--- src/rtl/mult_acc_drain.sv ---
// Product accumulator that streams its contents out LSB-byte first on request.
// Define MULT_ACC_SAT_EN to saturate on overflow instead of wrapping.
module mult_acc_drain #(
  parameter int unsigned PROD_W = 16,
  parameter int unsigned ACC_W  = 24
) (
  input  logic              clk,
  input  logic              rst,
  input  logic              prod_valid,
  input  logic [PROD_W-1:0] prod_data,
  output logic              prod_ready,
  input  logic              acc_clear,
  input  logic              drain_req,
  output logic [7:0]        out_byte,
  output logic              out_valid,
  input  logic              out_ack,
  output logic              busy,
  output logic              ovf
);

  localparam int unsigned NumBytes = ACC_W / 8;
  localparam int unsigned CntW     = $clog2(NumBytes + 1);
  localparam logic [CntW-1:0] LastCnt = CntW'(NumBytes - 1);

  if ((ACC_W % 8) != 0 || ACC_W < PROD_W) begin : g_bad_param
    $error("mult_acc_drain: ACC_W must be a multiple of 8 and >= PROD_W");
  end

  typedef enum logic [0:0] {StIdle, StDrain} state_e;

  state_e            state_q, state_d;
  logic [ACC_W-1:0]  acc_q, acc_d;
  logic [ACC_W-1:0]  shift_q, shift_d;
  logic [CntW-1:0]   cnt_q, cnt_d;
  logic              ovf_q, ovf_d;
  logic [ACC_W-1:0]  acc_base;
  logic [ACC_W:0]    sum;
  logic              accept;

  assign prod_ready = (state_q == StIdle) && !drain_req && !rst;
  assign accept     = prod_valid && prod_ready;
  assign out_byte   = shift_q[7:0];
  assign out_valid  = (state_q == StDrain);
  assign busy       = (state_q == StDrain);
  assign ovf        = ovf_q;

  always_comb begin
    state_d = state_q;
    acc_d   = acc_q;
    ovf_d   = ovf_q;
    shift_d = shift_q;
    cnt_d   = cnt_q;
    // Clear takes effect before a same-cycle add.
    acc_base = ((state_q == StIdle) && acc_clear) ? '0 : acc_q;
    sum      = {1'b0, acc_base} + {{(ACC_W + 1 - PROD_W){1'b0}}, prod_data};

    unique case (state_q)
      StIdle: begin
        if (acc_clear) begin
          acc_d = '0;
          ovf_d = 1'b0;
        end
        if (accept) begin
          if (sum[ACC_W]) begin
            ovf_d = 1'b1;
`ifdef MULT_ACC_SAT_EN
            acc_d = '1;
`else
            acc_d = sum[ACC_W-1:0];
`endif
          end else begin
            acc_d = sum[ACC_W-1:0];
          end
        end
        if (drain_req) begin
          shift_d = acc_q;
          cnt_d   = '0;
          state_d = StDrain;
        end
      end
      StDrain: begin
        if (out_ack) begin
          shift_d = shift_q >> 8;
          cnt_d   = cnt_q + CntW'(1);
          if (cnt_q == LastCnt) begin
            state_d = StIdle;
          end
        end
      end
      default: state_d = StIdle;
    endcase
  end

  always_ff @(posedge clk) begin
    if (rst) begin
      state_q <= StIdle;
      acc_q   <= '0;
      ovf_q   <= 1'b0;
      shift_q <= '0;
      cnt_q   <= '0;
    end else begin
      state_q <= state_d;
      acc_q   <= acc_d;
      ovf_q   <= ovf_d;
      shift_q <= shift_d;
      cnt_q   <= cnt_d;
    end
  end

endmodule

--- config.mk ---
export PLATFORM = sky130hd
export DESIGN_NAME = mult_acc_drain
export DESIGN_NICKNAME = d
export VERILOG_FILES = /design/src/rtl/mult_acc_drain.sv
export SDC_FILE = /design/constraint.sdc
export NUM_CORES = 1
export LEC_CHECK = 0
export BUFFER_PORTS_ARGS = -buffer_cell sky130_fd_sc_hd__clkbuf_2
export CAP_MARGIN = 15
export CORE_MARGIN = 10
export CORE_UTILIZATION = 53
export DETAILED_ROUTE_END_ITERATION = 10
export PLACE_DENSITY = 0.76
export SLEW_MARGIN = 20
export SYNTH_ARGS = -nofsm -noshare
export SYNTH_HDL_FRONTEND = slang
export SYNTH_SLANG_ARGS = --single-unit
--- constraint.sdc ---
create_clock -name clk -period 2.9 [get_ports clk]
set_input_delay 0.58 -clock clk [delete_from_list [all_inputs] [get_ports clk]]
set_output_delay 0.58 -clock clk [all_outputs]
set_load 0.005 [all_outputs]
==> qor.csv <==
metric;value;unit
status;completed;
final cell count without fillers;504;
Post-Syn Nets;411;
syn_area_per_cell;8.23;µm²
HP Class;register to register;
Sink Count;52;
total CTS buffers;5;
Switch Pwr;0.000419;W
final worst path period share;92.0;%
Max Cap Viol;0;
top-count cell post-synth;nor2_1;
largest net degree at the start of global routing;41;
number of global-route vias before repair;2720;
Post-CTS Setup Inserts;0;
Main synth FF type;dfxtp_1;
wire per inst;14.9;µm
CTS tree;yes;
post-route antenna net violation count;0;
Worst Skew;0.00695;ns
Reg2Reg Depth;12;
# setup viols final;0;
cts repair resizes;0;
Synth area leader;dfxtp_1;
hold_sp;ovf;
Post-synth EDFFs;0;
Max Fclk;375;MHz
root buf cell;clkbuf_8;
top cell type's share of synthesized area;34.1;%
cell count after placement;496;
Pwr per Cell Area;426;nW/µm²
routed via count;2796;
ys async rst share;0;%
Initial Util;55.1;%
synthesized cell area;3050;µm²
I/O Buffers;33;
Die Span Y;95.9;µm
Clock H-tree levels;2;
cts hold-fix bufs;0;
Net Sw Frac;26.8;%
initial antenna violation count;0;
r2r setup slk;0.23;ns
diode count;0;
Gate Count Post-Synth;371;
Crit. Startpoint;busy;
Slew headroom;65.0;%
CTS max path bufs;2;
layout cells sized above 1;22.7;%
first-pass GRT wire length;12600;µm
Tightest Pin Transition;0.525;ns
required time worst endpoint;3.10;ns
kind of critical path;register to register;
final wirelength;7530;µm
final hold vios;0;
Flop pwr share;48.9;%
synth warn;0;
top cells by count, synth;nor2_1 (54), dfxtp_1 (52), a21oi_1 (22), nand2_1 (22), o21ai_0 (20);
Reg-to-Reg Start;busy;
Post-DP Area;3540;µm²
final hold slack;0.466;ns
Arr. time, crit path;2.87;ns
total track usage;17.1;%
core area;5540;µm²
drt drc;0;
VDD IR max;0.432;mV
top cells by area, synth;dfxtp_1 (34%), ha_1 (7.0%), nor2_1 (6.6%);
register area share after synthesis;34.1;%
post-route setup TNS;0;ns
Int Pwr;0.00114;W
IO Pins;34;
RePlAce Congestion;0.943;
drt first pass iters;4;
RSZ-0062 raised after global routing;false;
Die W;95.9;µm
#FFs+latches synth;52;
grt total ovfl;0;
fin area;3670;µm²
HPWL after DPL;5900;µm
min cycle time layout;2.67;ns
Synth-to-Final Area Change;20.1;%
hold path depth;2;
CP max FO;7;
Clk pin slew, worst setup/hold paths;0.09;ns
Max Slew Vio Count;0;
clock network power share;32.1;%
Comb pwr share;19.0;%
clock latency on the worst-skew pair;0.31;ns
initial detailed-routing violation count;156;
startpoint types;register;
Core Rows;27;
NumNets Final;471;
Synth cell types;44;
Avg Vias per Cell;5.55;
Worst setup EP type;register;
Die Area;9200;µm²
P_leak;1.60;nW
## critical path, stage by stage (launching register included)
cell and delay, ns:
dfxtp_1 0.33, nand2b_4 0.17, buf_4 0.16, and2_1 0.17, ha_1 0.34, a21oi_2 0.20
o21ai_0 0.11, nor2_1 0.10, o21ai_0 0.08, buf_4 0.14, a211o_1 0.30, o211ai_1 0.10
mux2_2 0.35
## registers in the layout (all words and copies together), names as in the netlist
register  cells
shift_q      24
ovf           1
busy          1
cnt_q         2
acc_q        24
## cells by family after synthesis
family | count (synthesis) | share of synthesized area, %
buffers and inverters | 31 | 4.92
muxes | 17 | 5.61
DFF | 52 | 34.1
adders and majority gates | 18 | 7.62
AOI/OAI and AO/OA | 95 | 20.2
and+or+nand+nor | 138 | 21.8
xor gates and xnor gates | 20 | 5.74
## power by group through the flow
stage          clock [W]  sequential, W  combinational [W]
6_report        0.000501       0.000763           0.000297
2_1_floorplan          0       0.000774           0.000197
4_1_cts         0.000513       0.000763           0.000295
5_1_grt         0.000533       0.000768           0.000332
3_3_place_gp           0       0.000779           0.000288
3_5_place_dp           0       0.000780           0.000294
## stage by stage
stage                     setup slack (ns)  util, %  power, W
final                                0.232     66.2   0.00156
after global routing                0.0217     66.2   0.00163
after CTS                            0.121     65.9   0.00157
after detailed placement            -0.127     63.9   0.00107
after global placement             -0.0996     63.9   0.00107
after floorplan                    0.00540        -  0.000971
## cell usage in the layout, fill, tap and decap left out, types with 13 or more instances in the layout
cell and instances:
xnor2_1 13, mux2i_1 16, nor2_1 53, a21oi_1 19
ha_1 17, nand2_1 22, buf_4 47, dfxtp_1 52
nand3_1 19, and2_1 19, o21ai_0 20, a211oi_1 16
clkbuf_2 33
## area by class of cell
type | count | area (µm²)
multi-input combinational | 288 | 1890
fill | 528 | 1870
clock inverter | 2 | 38.8
clock buffer | 6 | 72.6
tap | 72 | 90.1
timing repair buffer | 80 | 518
sequential | 52 | 1040
inverter | 4 | 15.0
## final timing paths
check | end
min | ovf
min reg2reg | ovf
max reg2reg | acc_q[19]
max | acc_q[19]
## layer usage
metal / share of wire (%) / GRT usage (%) / up-vias
li1: - / - / 1433
met2: 47 / 28.7 / 54
met1: 47 / 21.5 / 1301
met4: 1.6 / 5.77 / 0
met5: 0 / 0 / -
met3: 4.1 / 3.11 / 8
No activity file was read; power rests on OpenSTA's default activity.
